==> src/rtl/lsu_bus_master_if.sv <==
// rtl/lsu_bus_master_if.sv - pipeline request, writeback and data-bus signals of the load/store unit
interface lsu_bus_master_if;
    // Pipeline request side
    logic        req_valid;
    logic        req_we;
    logic [1:0]  req_size;
    logic        req_sign_ext;
    logic [31:0] req_addr;
    logic [31:0] req_wdata;
    logic [4:0]  req_rd;
    logic        req_ready;
    logic        stall;

    // Writeback and exception side
    logic        wb_valid;
    logic [4:0]  wb_rd;
    logic [31:0] wb_data;
    logic        misalign;

    // Data bus side
    logic        bus_req;
    logic        bus_we;
    logic [31:0] bus_addr;
    logic [3:0]  bus_be;
    logic [31:0] bus_wdata;
    logic        bus_gnt;
    logic        bus_rvalid;
    logic [31:0] bus_rdata;

    // The load/store unit itself
    modport master (
        input  req_valid, req_we, req_size, req_sign_ext, req_addr, req_wdata, req_rd,
        output req_ready, stall,
        output wb_valid, wb_rd, wb_data, misalign,
        output bus_req, bus_we, bus_addr, bus_be, bus_wdata,
        input  bus_gnt, bus_rvalid, bus_rdata
    );

    // The pipeline and memory system around it
    modport slave (
        output req_valid, req_we, req_size, req_sign_ext, req_addr, req_wdata, req_rd,
        input  req_ready, stall,
        input  wb_valid, wb_rd, wb_data, misalign,
        input  bus_req, bus_we, bus_addr, bus_be, bus_wdata,
        output bus_gnt, bus_rvalid, bus_rdata
    );
endinterface

==> src/rtl/lsu_bus_master.sv <==
// rtl/lsu_bus_master.sv - single-outstanding load/store unit driving a request/grant/rvalid data bus
module lsu_bus_master (
    input  logic             clk,
    input  logic             rst_n,
    lsu_bus_master_if.master lsu
);

    typedef enum logic [1:0] {
        IDLE = 2'd0,
        REQ  = 2'd1,
        WAIT = 2'd2
    } state_t;

    state_t      state_q;

    // Fields of the accepted access that are still needed after the bus phase
    logic        we_q;
    logic        sign_q;
    logic [1:0]  size_q;
    logic [1:0]  lane_q;
    logic [4:0]  rd_q;

    // Registered bus and writeback outputs
    logic        bus_req_q;
    logic        bus_we_q;
    logic [31:0] bus_addr_q;
    logic [3:0]  bus_be_q;
    logic [31:0] bus_wdata_q;
    logic        wb_valid_q;
    logic [4:0]  wb_rd_q;
    logic [31:0] wb_data_q;
    logic        misalign_q;

    // Values derived from the incoming request or the returning read data
    logic        aligned_d;
    logic [3:0]  be_d;
    logic [31:0] wdata_d;
    logic [31:0] rdata_sh_d;
    logic [31:0] load_d;

    // Alignment check, byte enables and lane-replicated store data for the presented request
    always_comb begin
        aligned_d = 1'b0;
        be_d      = 4'b0000;
        wdata_d   = 32'd0;
        case (lsu.req_size)
            2'b00: begin
                aligned_d = 1'b1;
                be_d      = 4'b0001 << lsu.req_addr[1:0];
                wdata_d   = {4{lsu.req_wdata[7:0]}};
            end
            2'b01: begin
                aligned_d = ~lsu.req_addr[0];
                be_d      = lsu.req_addr[1] ? 4'b1100 : 4'b0011;
                wdata_d   = {2{lsu.req_wdata[15:0]}};
            end
            2'b10: begin
                aligned_d = (lsu.req_addr[1:0] == 2'b00);
                be_d      = 4'b1111;
                wdata_d   = lsu.req_wdata;
            end
            default: begin
                aligned_d = 1'b0;
                be_d      = 4'b0000;
                wdata_d   = 32'd0;
            end
        endcase
        // Loads put nothing on the write data lines
        if (!lsu.req_we) begin
            wdata_d = 32'd0;
        end
    end

    // Load data: move the addressed lane down to bit 0, then zero- or sign-extend
    always_comb begin
        rdata_sh_d = lsu.bus_rdata >> {lane_q, 3'b000};
        load_d     = lsu.bus_rdata;
        case (size_q)
            2'b00:   load_d = {{24{sign_q & rdata_sh_d[7]}}, rdata_sh_d[7:0]};
            2'b01:   load_d = {{16{sign_q & rdata_sh_d[15]}}, rdata_sh_d[15:0]};
            default: load_d = lsu.bus_rdata;
        endcase
    end

    // Transaction FSM: accept or reject in IDLE, request until granted, wait for the response
    always_ff @(posedge clk or negedge rst_n) begin
        if (!rst_n) begin
            state_q     <= IDLE;
            we_q        <= 1'b0;
            sign_q      <= 1'b0;
            size_q      <= 2'b00;
            lane_q      <= 2'b00;
            rd_q        <= 5'd0;
            bus_req_q   <= 1'b0;
            bus_we_q    <= 1'b0;
            bus_addr_q  <= 32'd0;
            bus_be_q    <= 4'b0000;
            bus_wdata_q <= 32'd0;
            wb_valid_q  <= 1'b0;
            wb_rd_q     <= 5'd0;
            wb_data_q   <= 32'd0;
            misalign_q  <= 1'b0;
        end else begin
            // Writeback and misalign are single-cycle pulses
            wb_valid_q <= 1'b0;
            misalign_q <= 1'b0;
            case (state_q)
                IDLE: begin
                    if (lsu.req_valid) begin
                        if (aligned_d) begin
                            we_q        <= lsu.req_we;
                            sign_q      <= lsu.req_sign_ext;
                            size_q      <= lsu.req_size;
                            lane_q      <= lsu.req_addr[1:0];
                            rd_q        <= lsu.req_rd;
                            bus_req_q   <= 1'b1;
                            bus_we_q    <= lsu.req_we;
                            bus_addr_q  <= {lsu.req_addr[31:2], 2'b00};
                            bus_be_q    <= be_d;
                            bus_wdata_q <= wdata_d;
                            state_q     <= REQ;
                        end else begin
                            misalign_q  <= 1'b1;
                        end
                    end
                end
                REQ: begin
                    if (lsu.bus_gnt) begin
                        bus_req_q <= 1'b0;
                        state_q   <= WAIT;
                    end
                end
                WAIT: begin
                    if (lsu.bus_rvalid) begin
                        state_q <= IDLE;
                        // A store's rvalid is only the write acknowledge
                        if (!we_q) begin
                            wb_valid_q <= 1'b1;
                            wb_rd_q    <= rd_q;
                            wb_data_q  <= load_d;
                        end
                    end
                end
                default: begin
                    bus_req_q <= 1'b0;
                    state_q   <= IDLE;
                end
            endcase
        end
    end

    assign lsu.req_ready = (state_q == IDLE);
    assign lsu.stall     = (state_q != IDLE);
    assign lsu.wb_valid  = wb_valid_q;
    assign lsu.wb_rd     = wb_rd_q;
    assign lsu.wb_data   = wb_data_q;
    assign lsu.misalign  = misalign_q;
    assign lsu.bus_req   = bus_req_q;
    assign lsu.bus_we    = bus_we_q;
    assign lsu.bus_addr  = bus_addr_q;
    assign lsu.bus_be    = bus_be_q;
    assign lsu.bus_wdata = bus_wdata_q;

endmodule

==> src/flat_wrapper.sv <==
// flat-port wrapper written by rule: the top's interface ports become plain ports
module lsu_bus_master_flat 
  (clk, rst_n, lsu_req_valid, lsu_req_we, lsu_req_size, lsu_req_sign_ext, lsu_req_addr, lsu_req_wdata, lsu_req_rd, lsu_req_ready, lsu_stall, lsu_wb_valid, lsu_wb_rd, lsu_wb_data, lsu_misalign, lsu_bus_req, lsu_bus_we, lsu_bus_addr, lsu_bus_be, lsu_bus_wdata, lsu_bus_gnt, lsu_bus_rvalid, lsu_bus_rdata);
  lsu_bus_master_if lsu_i ();
  input  logic clk;
  input  logic rst_n;
  input wire logic [$bits(lsu_i.req_valid)-1:0] lsu_req_valid;
  input wire logic [$bits(lsu_i.req_we)-1:0] lsu_req_we;
  input wire logic [$bits(lsu_i.req_size)-1:0] lsu_req_size;
  input wire logic [$bits(lsu_i.req_sign_ext)-1:0] lsu_req_sign_ext;
  input wire logic [$bits(lsu_i.req_addr)-1:0] lsu_req_addr;
  input wire logic [$bits(lsu_i.req_wdata)-1:0] lsu_req_wdata;
  input wire logic [$bits(lsu_i.req_rd)-1:0] lsu_req_rd;
  output wire logic [$bits(lsu_i.req_ready)-1:0] lsu_req_ready;
  output wire logic [$bits(lsu_i.stall)-1:0] lsu_stall;
  output wire logic [$bits(lsu_i.wb_valid)-1:0] lsu_wb_valid;
  output wire logic [$bits(lsu_i.wb_rd)-1:0] lsu_wb_rd;
  output wire logic [$bits(lsu_i.wb_data)-1:0] lsu_wb_data;
  output wire logic [$bits(lsu_i.misalign)-1:0] lsu_misalign;
  output wire logic [$bits(lsu_i.bus_req)-1:0] lsu_bus_req;
  output wire logic [$bits(lsu_i.bus_we)-1:0] lsu_bus_we;
  output wire logic [$bits(lsu_i.bus_addr)-1:0] lsu_bus_addr;
  output wire logic [$bits(lsu_i.bus_be)-1:0] lsu_bus_be;
  output wire logic [$bits(lsu_i.bus_wdata)-1:0] lsu_bus_wdata;
  input wire logic [$bits(lsu_i.bus_gnt)-1:0] lsu_bus_gnt;
  input wire logic [$bits(lsu_i.bus_rvalid)-1:0] lsu_bus_rvalid;
  input wire logic [$bits(lsu_i.bus_rdata)-1:0] lsu_bus_rdata;
  assign lsu_i.req_valid = lsu_req_valid;
  assign lsu_i.req_we = lsu_req_we;
  assign lsu_i.req_size = lsu_req_size;
  assign lsu_i.req_sign_ext = lsu_req_sign_ext;
  assign lsu_i.req_addr = lsu_req_addr;
  assign lsu_i.req_wdata = lsu_req_wdata;
  assign lsu_i.req_rd = lsu_req_rd;
  assign lsu_req_ready = lsu_i.req_ready;
  assign lsu_stall = lsu_i.stall;
  assign lsu_wb_valid = lsu_i.wb_valid;
  assign lsu_wb_rd = lsu_i.wb_rd;
  assign lsu_wb_data = lsu_i.wb_data;
  assign lsu_misalign = lsu_i.misalign;
  assign lsu_bus_req = lsu_i.bus_req;
  assign lsu_bus_we = lsu_i.bus_we;
  assign lsu_bus_addr = lsu_i.bus_addr;
  assign lsu_bus_be = lsu_i.bus_be;
  assign lsu_bus_wdata = lsu_i.bus_wdata;
  assign lsu_i.bus_gnt = lsu_bus_gnt;
  assign lsu_i.bus_rvalid = lsu_bus_rvalid;
  assign lsu_i.bus_rdata = lsu_bus_rdata;
  lsu_bus_master u_core (.clk(clk), .rst_n(rst_n), .lsu(lsu_i));
endmodule
==> config.mk <==
export PLATFORM = sky130hd
export DESIGN_NAME = lsu_bus_master_flat
export DESIGN_NICKNAME = d
export VERILOG_FILES = /design/src/rtl/lsu_bus_master_if.sv /design/src/rtl/lsu_bus_master.sv /design/src/flat_wrapper.sv
export SDC_FILE = /design/constraint.sdc
export NUM_CORES = 1
export LEC_CHECK = 0
export ABC_AREA = 1
export BUFFER_PORTS_ARGS = -buffer_cell sky130_fd_sc_hd__buf_2
export CAP_MARGIN = 10
export CORE_UTILIZATION = 44
export CTS_CLUSTER_SIZE = 25
export DETAILED_ROUTE_END_ITERATION = 8
export PLACE_DENSITY = 0.76
export SYNTH_ARGS = -nofsm -noshare
export SYNTH_HDL_FRONTEND = slang
export SYNTH_SLANG_ARGS = --single-unit
==> constraint.sdc <==
create_clock -name clk -period 1.6 [get_ports clk]
set_clock_uncertainty 0.15 [all_clocks]
set_input_delay 0.16 -clock clk [delete_from_list [all_inputs] [get_ports clk]]
set_output_delay 0.16 -clock clk [all_outputs]
set_load 0.02 [all_outputs]
==> results of run 1 <==
-- area by class of cell --
| cell class | instances | area, um2 |
|---|---|---|
| fillers | 961 | 3670 |
| inverters | 60 | 226 |
| clock inverters | 8 | 92.6 |
| well taps | 172 | 215 |
| flip-flops and latches | 119 | 2980 |
| repair buffers | 363 | 2560 |
| multi-input cells | 533 | 2310 |
| clock buffers | 24 | 512 |
-- layout by cell type (no fill, tap or decap), types with 2 or more instances in the layout --
| cell type | instances |
|---|---|
| nand2_1 | 342 |
| buf_2 | 215 |
| dfrtp_1 | 117 |
| dlygate4sd3_1 | 109 |
| inv_1 | 54 |
| a21oi_1 | 48 |
| nand3_1 | 44 |
| o21ai_0 | 34 |
| buf_4 | 29 |
| nor2_1 | 21 |
| clkbuf_16 | 17 |
| or2_2 | 16 |
| a22o_1 | 8 |
| buf_12 | 7 |
| clkinv_2 | 6 |
| clkbuf_8 | 6 |
| inv_2 | 5 |
| a31oi_1 | 4 |
| nor2_2 | 3 |
| nand2_2 | 3 |
| o21ai_1 | 3 |
| buf_6 | 3 |
| nor2_4 | 2 |
| nand3_2 | 2 |
| conb_1 | 2 |
| bufinv_16 | 2 |
| dfrtp_2 | 2 |
-- registers in the layout, indices dropped and copies added (netlist names) --
signal,flops
u_core.lsu.wb_rd,5
u_core.lsu.wb_valid,1
u_core.sign_q,1
u_core.we_q,1
u_core.lsu.bus_addr,30
u_core.lsu.bus_be,4
u_core.rd_q,5
u_core.lsu.bus_wdata,32
u_core.size_q,2
u_core.lane_q,2
u_core.lsu.bus_req,1
u_core.state_q,2
u_core.lsu.wb_data,32
u_core.lsu.misalign,1
-- per-stage QoR --
| stage | setup TNS (ns) | total power [mW] |
|---|---|---|
| 6_report | 0 | 13.9 |
| 5_1_grt | -0.461 | 14.7 |
| 4_1_cts | 0 | 13.8 |
| 3_5_place_dp | -1.55 | 9.69 |
| 3_3_place_gp | 0 | 9.58 |
| 2_1_floorplan | 0 | 7.74 |
-- power groups by stage --
stage / combinational (mW) / sequential [mW] / clock [mW]
2_1_floorplan: 1.90 / 5.84 / 0
3_3_place_gp: 4.89 / 4.69 / 0
3_5_place_dp: 4.99 / 4.69 / 0
4_1_cts: 5.22 / 4.68 / 3.90
5_1_grt: 5.86 / 4.83 / 4.05
6_report: 5.34 / 4.70 / 3.87
-- worst max-delay path by stage --
stage / depth (start not counted) / to / slack (ns)
2_1_floorplan: 9 / u_core.lsu.wb_data[12] / 0.003
3_3_place_gp: 8 / u_core.lsu.wb_data[9] / 0.02
3_5_place_dp: 7 / u_core.lsu.wb_data[12] / -0.1
4_1_cts: 8 / u_core.lsu.wb_data[23] / 0.01
5_1_grt: 6 / u_core.lsu.wb_data[4] / -0.05
6_report: 7 / u_core.lsu.bus_wdata[28] / 0.04
-- critical path, delay by kind of cell --
kind / cells / cell delay (ns)
buffers and inverters: 3 / 1.28
and+or+nand+nor: 4 / 0.28
-- metal layers --
metal,wire (um),vias up
met2,9140,353
met1,7520,2969
met5,0,-
met4,584,0
li1,-,3029
met3,1630,61
-- kinds of logic (layout without fill, tap and decap cells) --
| family | count (synthesis) | count (layout) | synth area share (%) |
|---|---|---|---|
| other cells | 1 | 2 | 0.0662 |
| compound gates | 97 | 97 | 9.19 |
| flops | 119 | 119 | 52.6 |
| buf+inv | 98 | 455 | 7.02 |
| simple gates | 434 | 434 | 31.1 |
-- what timing repair did --
item	in CTS	in global routing
resized for setup	3	13
hold endpoints to repair	219	0
pin swaps	0	1
hold buffers	110	0
setup buffers	0	2
endpoints found under the setup margin	25	74
==> summary.md, run 1 <==
| Metric | Value |
|---|---|
| Final wirelength | `about 19 mm` |
| Worst-margin pin slew | `about 0.59 ns` |
| Netlist Area Pre-Place | `5660 um2` |
| Nets@finish | `1204` |
| Worst reg2reg setup slack | `~0.070 ns` |
| CTS Buffer Depth | `2` |
| Vias in the first global route | `6249` |
| Avg Inst Size Synth | `7.56 um2` |
| Root buffer cell | `clkbuf_16` |
| Largest net degree at the start of global routing | `73` |
| GR Util met1 | `between 30% and 40%` |
| Worst path most repeated cell | `nand2_1` |
| Final ANT Viol Nets | `0` |
| Synth top area share | `52.6%` |
| Element type at the critical path start | `input pin` |
| Row count | `between 40 and 50` |
| Cell Count, Final, Fillers Out | `roughly 1300` |
| Critical Path, Cell by Cell | `dlygate4sd3_1 -> buf_2 -> nand2_1 -> nand3_1 -> dlygate4sd3_1 -> nand2_1 -> nand2_1` |
| Post-Place Worst Slack | `-0.0961 ns` |
| Mapped Cells | `749` |
| EDFF count, synth | `0` |
| Share of synthesized registers carrying an async set or reset | `100%` |
| Pins Over Slew Limit | `0` |
| Port bufs | `around 220` |
| Part of the power in registers | `~34%` |
| Count leader, synth | `nand2_1` |
| Die Y | `115 um` |
| Reg2Reg Depth | `8` |
| Global Route met2 Usage | `49.0%` |
| Switching share of power | `about two fifths` |
| Worst Path Required | `approximately 1.8 ns` |
| Placeable Area | `12600 um2` |
| Worst setup path category | `in -> reg` |
| GR Util met3 | `7.37%` |
| CP Max Fanout | `3` |
| Slowest stage delay, CP | `0.57 ns` |
| Tightest Hold Check Type | `in -> reg` |
| Yosys top cell by area | `dfrtp_1` |
| Failing checks | `hold timing` |
| Status | `complete, but fails checks` |
| Starting Density | `45.1%` |
| Seq/Total Area, Yosys | `52.6%` |
| Layout cells sized above 1 | `~29%` |
| Synth Flop Type | `dfrtp_1` |
| Final Worst Setup Slack | `approximately 0.038 ns` |
| Peak VDD IR | `0.000897 V` |
| List of most frequent post-synthesis cells | `344 x nand2_1, 119 x dfrtp_1, 56 x inv_1, 48 x a21oi_1, 45 x nand3_1` |
| Clk Latency, worst-skew pair | `approximately 0.41 ns` |
| Inst Count DP | `roughly 1100` |
| CTS tree | `yes` |
| Die ar. | `13300 um2` |
| Slowest stage cell, crit path | `dlygate4sd3_1` |
| Antenna violations before repair | `0` |
| Max H-tree Level | `4` |
| Die X-Extent | `115 um` |
| Unrepaired setup endpoints after global routing | `true` |
| Int Pwr | `8.61 mW` |
| Synthesis Warnings | `0` |
| Reg2Reg Launch Point | `u_core.state_q[1]` |
| GRT Residual Overflow | `0` |
| Clk network pwr share | `roughly 28%` |
| Sw Pwr | `5.30 mW` |
| Clk slew on worst S/H paths | `0.05 ns` |
| Post-layout util | `between 70% and 80%` |
| Slew margin rel. | `60.5%` |
| Via/cell ratio | `5.01` |
| Top cells by area, synth | `dfrtp_1 53%, nand2_1 23%, a21oi_1 4.2%, nand3_1 4.0%, inv_1 3.7%` |
| Distinct cells, synth | `23` |
| WHS Endpoint | `u_core.lsu.bus_wdata[26]` |
| DR WL/cell | `about 15 um` |
| RR Endpoint | `u_core.lsu.wb_data[2]` |
| DP Area | `around 7200 um2` |
| Final hold violation count | `1` |
| DR vias | `6412` |
| Fin Hold WS | `-0.0348 ns` |
| Fmax | `640 MHz` |
| Critical Path Source | `lsu_req_wdata[4]` |
| Ant diodes | `0` |
| Design Area, Final | `8900 um2` |
| Clk sinks | `119` |
| Initial DRC count | `637` |
| DRT Pass-1 Iters | `5` |
| PD cells | `1560 nW/um2` |
| Area grow syn2layout | `57.1%` |
| Worst hold path depth | `5` |
| Minimum clock period | `1.56 ns` |
| RD Place Congestion | `0.882` |
| Critical Path Sink Type | `flop` |
| # IOs | `221` |
| MaxCap Viol Count | `0` |
| First-pass GRT wire length | `29.7 mm` |
| Residual DRC | `0` |
| Comb power frac | `38.4%` |
| LEAKAGE | `5.02 nW` |
| Flops & latches, synth | `approximately 120` |
| Num CTS Buffers | `17` |
| Crit path DAT | `1.72 ns` |
| Tot GR Track Use | `29.3%` |
| Final period util | `between 90% and 100%` |
| Worst Min Path Start | `lsu_req_wdata[26]` |
| HPWL after DPL | `11.6 mm` |
| Setup-failing EPs final | `0` |
| Busiest grt layer | `met2` |
Note: power is estimated with default switching activity, not from simulation.
==> run 2: changes to the inputs <==
- MAX_ROUTING_LAYER: not set -> met4
==> run 2 against run 1 <==
Net effect:
- the flow now finishes without violations
- hold slack improved by 0.058 ns
- cell count fell by 0.16%
- wire length rose by 4.0%
- first-iteration DRC count rose by 16%
- non-clock buffer count fell by 2
- sequential share of layout area fell by 0.22 points
- sequential cell count did not move
- largest power group unchanged
==> summary.md, run 2 (synthesis results as in run 1) <==
| Metric | Value |
|---|---|
| Status | `finished clean` |
| # IOs | `between 200 and 250` |
| Setup-failing EPs final | `0` |
| Initial DRC count | `738` |
| DP Area | `between 7000 and 8000 um2` |
| First-pass GRT wire length | `29.9 mm` |
| Via/cell ratio | `around 5.0` |
| Worst setup path category | `in -> reg` |
| Residual DRC | `0` |
| Tot GR Track Use | `30.4%` |
| Worst reg2reg setup slack | `0.05 ns` |
| Commonest non-fill, non-tap cell in the layout | `nand2_1` |
| RR Endpoint | `u_core.lsu.bus_wdata[6]` |
| DR WL/cell | `15.4 um` |
| Minimum clock period | `about 1.6 ns` |
| Clk slew on worst S/H paths | `around 0.070 ns` |
| Port bufs | `between 200 and 250` |
| Design Area, Final | `8960 um2` |
| Reg2Reg Depth | `6` |
| Die ar. | `13300 um2` |
| Die Y | `115 um` |
| Pins Over Slew Limit | `0` |
| Crit path DAT | `1.79 ns` |
| Final hold violation count | `0` |
| Layout cells sized above 1 | `29.2%` |
| Clk Latency, worst-skew pair | `0.41 ns` |
| Area grow syn2layout | `58.2%` |
| Worst hold path depth | `5` |
| HPWL after DPL | `11.5 mm` |
| DR vias | `6411` |
| Vias in the first global route | `6149` |
| Row count | `41` |
| PD cells | `around 1600 nW/um2` |
| DRT Pass-1 Iters | `7` |
| Worst Min Path Start | `lsu_bus_rdata[23]` |
| Die X-Extent | `approximately 120 um` |
| Final setup TNS | `0 ns` |
| Clk sinks | `about 120` |
| Element type at the critical path start | `input pin` |
| Peak VDD IR | `0.000763 V` |
| CP Max Fanout | `32` |
| CTS Buffer Depth | `2` |
| Final wirelength | `19.6 mm` |
| Antenna violations before repair | `0` |
| Filler Cells Inserted | `approximately 950` |
| Placeable Area | `12600 um2` |
| Root buffer cell | `clkbuf_16` |
| Reg2Reg Launch Point | `u_core.state_q[0]` |
| Max H-tree Level | `4` |
| MaxCap Viol Count | `0` |
| CTS tree | `yes` |
| Tightest Hold Check Type | `in -> reg` |
| Final ANT Viol Nets | `0` |
| Nets@finish | `~1200` |
| RD Place Congestion | `about 0.94` |
| Ant diodes | `0` |
| Worst Path Required | `about 1.8 ns` |
| Power, Total | `14.0 mW` |
| Starting Density | `between 40 and 50%` |
| GRT Residual Overflow | `0` |
| Most frequent cells in the layout | `342 x nand2_1, 215 x buf_2, 116 x dfrtp_1` |
| WHS Endpoint | `u_core.lsu.wb_data[23]` |
| Fmax | `629 MHz` |
| Final period util | `99.3%` |
| Num CTS Buffers | `17` |
| LEAKAGE | `slightly above 5 nW` |
| Largest net degree at the start of global routing | `68` |
| Critical Path Sink Type | `flop` |
| Unrepaired setup endpoints after global routing | `true` |
-- run 2: cell type report --
| type | count | area, um2 | area share [%] |
|---|---|---|---|
| flip-flops and latches | 119 | 2980 | 33.3 |
| multi-input cells | 533 | 2340 | 26.1 |
| well taps | 172 | 215 | 2.40 |
| repair buffers | 361 | 2590 | 28.9 |
| inverters | 60 | 233 | 2.60 |
| clock buffers | 18 | 439 | 4.90 |
| clock inverters | 14 | 161 | 1.80 |
-- run 2: how the worst max path moves through the flow --
stage	from	to	cells past startpoint
final	lsu_req_addr[1]	u_core.lsu.bus_wdata[6]	9
after global routing	lsu_req_addr[1]	u_core.lsu.bus_wdata[6]	9
after CTS	u_core.state_q[1]	u_core.lsu.wb_data[18]	8
after detailed placement	u_core.lane_q[0]	u_core.lsu.wb_data[11]	7
after global placement	u_core.state_q[1]	u_core.lsu.wb_data[8]	8
after floorplan	u_core.state_q[1]	u_core.lsu.wb_data[12]	9
-- run 2: report_power, final --
| part | leakage (nW) | internal (mW) | switching [mW] |
|---|---|---|---|
| Sequential | 1.49 | 4.07 | 0.650 |
| Combinational | 3.25 | 2.05 | 3.38 |
| Clock | 0.285 | 2.37 | 1.51 |
-- run 2: per-layer routing --
layer	global-route usage [%]	part of all wire, %
met1	36.3	40
met3	6.85	7.9
met4	13.7	2.6
met5	-	0
met2	49.1	50
-- run 2: stage by stage --
step / utilization, % / setup slack [ns] / hold WS [ns] / std cells
3_3_place_gp: 57.0 / 0.0217 / 0.0397 / 1135
3_5_place_dp: 57.0 / -0.0738 / 0.0366 / 1135
6_report: 71.3 / 0.0110 / 0.0231 / 1277
2_1_floorplan: - / 0.00297 / -0.286 / 750
4_1_cts: 70.4 / 0.00978 / 0.0117 / 1275
5_1_grt: 71.3 / -0.0348 / 0.0316 / 1277
-- run 2: what timing repair did --
item | CTS | global route
cloned | 0 | 2
resized for setup | 2 | 21
setup endpoints to repair | 24 | 47
setup buffers | 0 | 2
endpoints found under the hold margin | 218 | 0
hold buffers | 108 | 0
-- run 2: critical path, cell delays in order --
cell,delay [ns]
dlygate4sd3_1,0.54
buf_2,0.15
o21ai_1,0.11
buf_4,0.13
nand4_4,0.12
nor2_2,0.15
buf_12,0.20
nand2_1,0.12
nand2_1,0.09
==> run 3: changes to the inputs <==
- PLACE_DENSITY: 0.76 -> not set
- PLACE_DENSITY_LB_ADDON: not set -> 0.15
==> run 3 against run 2 <==
Net effect:
- critical path type is now reg -> reg
- the run now ends with hold timing, setup timing left
- core utilization shrank 0.35 points
- cell count about the same
- wire length decreased by 7.9%
- largest cell class unchanged
- non-clock buffer count grew 2
==> summary.md, run 3 (synthesis results as in run 1) <==
| Metric | Value |
|---|---|
| Status | `complete, but fails checks` |
| Failing checks | `hold timing, setup timing` |
| DR WL/cell | `14.1 um` |
| DR vias | `6207` |
| Part of the power in registers | `roughly a third` |
| Inst Count DP | `1132` |
| Clk sinks | `119` |
| Worst-margin pin slew | `0.536 ns` |
| Worst Path Required | `1.74 ns` |
| Area grow syn2layout | `57.4%` |
| RD Place Congestion | `0.930` |
| Design Area, Final | `8920 um2` |
| Switching share of power | `37.9%` |
| CTS tree | `yes` |
| MaxCap Viol Count | `0` |
| Num CTS Buffers | `17` |
| Layout cells sized above 1 | `28.7%` |
| Final Worst Setup Slack | `-0.00947 ns` |
| Slowest stage cell, crit path | `dlygate4sd3_1` |
| FF/Latch Area | `2980 um2` |
| Largest net degree at the start of global routing | `85` |
| Slew margin rel. | `64.1%` |
| GRT Residual Overflow | `0` |
| First-pass GRT wire length | `27.8 mm` |
| Int Pwr | `8.60 mW` |
| Element type at the critical path start | `flop` |
| Clk slew on worst S/H paths | `about 0.050 ns` |
| Final setup TNS | `-0.0261 ns` |
| Die Y | `115 um` |
| Final ANT Viol Nets | `0` |
| Commonest non-fill, non-tap cell in the layout | `nand2_1` |
| CP Max Fanout | `2` |
| Starting Density | `45.1%` |
| Cell Count, Final, Fillers Out | `1278` |
| Critical Path, Cell by Cell | `buf_6 -> buf_4 -> nand3_1 -> nand2_1 -> dlygate4sd3_1` |
| # IOs | `about 220` |
| LEAKAGE | `5.03 nW` |
| Setup-failing EPs final | `4` |
| DP Area | `7110 um2` |
| Sw Pwr | `5.25 mW` |
| DRT Pass-1 Iters | `6` |
| Nets@finish | `1204` |
| Footprint of the multi-input gates | `2320 um2` |
| Clk network pwr share | `27.5%` |
| Residual DRC | `0` |
| GR Util met3 | `6.59%` |
| Post-Place Worst Slack | `-0.00171 ns` |
| Global Route met2 Usage | `between 40% and 50%` |
| Crit path buf inv count | `3` |
| Ant diodes | `0` |
| Final period util | `101%` |
| Row count | `41` |
| Port bufs | `218` |
| CTS Buffer Depth | `2` |
| Peak VDD IR | `0.00115 V` |
| PD cells | `1550 nW/um2` |
| Final hold violation count | `1` |
| Most frequent cells in the layout | `341 x nand2_1, 216 x buf_2, 119 x dfrtp_1` |
| Minimum clock period | `1.61 ns` |
| Largest delay share family, worst path | `buffers and inverters` |
| Slowest stage delay, CP | `0.55 ns` |
| Max H-tree Level | `4` |
| Busiest grt layer | `met2` |
| Die X-Extent | `115 um` |
| Fin Hold WS | `-0.0134 ns` |
| Die ar. | `13300 um2` |
| Final wirelength | `about 18 mm` |
| Tightest Hold Check Type | `in -> reg` |
| Worst setup path category | `reg -> reg` |
| Crit path DAT | `between 1.5 and 2 ns` |
| GR Util met1 | `34.7%` |
| HPWL after DPL | `11.2 mm` |
| Unrepaired setup endpoints after global routing | `true` |
| Critical Path Sink Type | `flop` |
| Pins Over Slew Limit | `0` |
| Via/cell ratio | `4.86` |
| Comb power frac | `38.8%` |
| Post-layout util | `71.0%` |
| Antenna violations before repair | `0` |
| Vias in the first global route | `5783` |
| Root buffer cell | `clkbuf_16` |
| Fmax | `around 620 MHz` |
| Filler Cells Inserted | `roughly 1000` |
| Initial DRC count | `about 530` |
| Tot GR Track Use | `between 20% and 30%` |
| Clk Latency, worst-skew pair | `0.41 ns` |
| Placeable Area | `12600 um2` |
==> run 3: cell types whose count changed in the layout (fill, tap and decap cells not counted), sizes merged <==
cell,delta
clkbuf,+3
clkinv,+4
clkinvlp,-2
dlygate4sd3,+3
inv,-7
==> run 3: path summary, 6_finish.rpt <==
check | from | end | slack [ns] | cells after the start
min in group asynchronous | rst_n | u_core.rd_q[2] | 0.19 | 3
worst min register to register | u_core.lsu.bus_wdata[5] | u_core.lsu.bus_wdata[5] | 0.32 | 2
worst max register to register | u_core.state_q[0] | u_core.state_q[1] | -0.009 | 5
max in group asynchronous | rst_n | u_core.lsu.wb_data[30] | 0.74 | 3
worst min-delay path | lsu_bus_rdata[8] | u_core.lsu.wb_data[0] | -0.01 | 5
worst max-delay path | u_core.state_q[0] | u_core.state_q[1] | -0.009 | 5
==> run 3: power by group through the flow <==
stage | Combinational, mW | Sequential, mW | Clock [mW]
floorplan | 1.90 | 5.84 | 0
finish | 5.38 | 4.66 | 3.81
global route | 5.92 | 4.79 | 3.98
CTS | 5.27 | 4.64 | 3.86
global placement | 4.94 | 4.67 | 0
detailed placement | 5.03 | 4.65 | 0
==> run 3: cell type report <==
| class | count | area share [%] |
|---|---|---|
| multi-input cells | 533 | 26.0 |
| flip-flops and latches | 119 | 33.4 |
| inverters | 60 | 2.55 |
| clock inverters | 9 | 1.09 |
| well taps | 172 | 2.41 |
| repair buffers | 363 | 29.0 |
| clock buffers | 22 | 5.54 |
==> run 3: worst reg2reg max path: stages, from the launching register on <==
cell           delay [ns]
dfrtp_1              0.39
buf_6                0.13
buf_4                0.12
nand3_1              0.09
nand2_1              0.06
dlygate4sd3_1        0.55
==> run 3: metal layers <==
metal / wire length [um] / part of all wire (%)
met5: 0 / 0
met4: 299 / 1.7
met3: 1270 / 7.0
met2: 8960 / 50
met1: 7540 / 42
==> run 3: repair_timing <==
action                     4_1_cts  5_1_grt
setup buffers                    1        2
setup endpoints to repair        5       84
gates cloned                     0        1
hold endpoints to repair       217        1
resized for setup                5       17
hold buffers                   110        1
pin swaps                        1        0
==> run 3: metrics by stage <==
stage	power (mW)	hold slack, ns
detailed placement	9.67	0.0976
global route	14.7	0.000464
finish	13.9	-0.0134
CTS	13.8	0.00267
floorplan	7.74	-0.286
global placement	9.61	0.0944
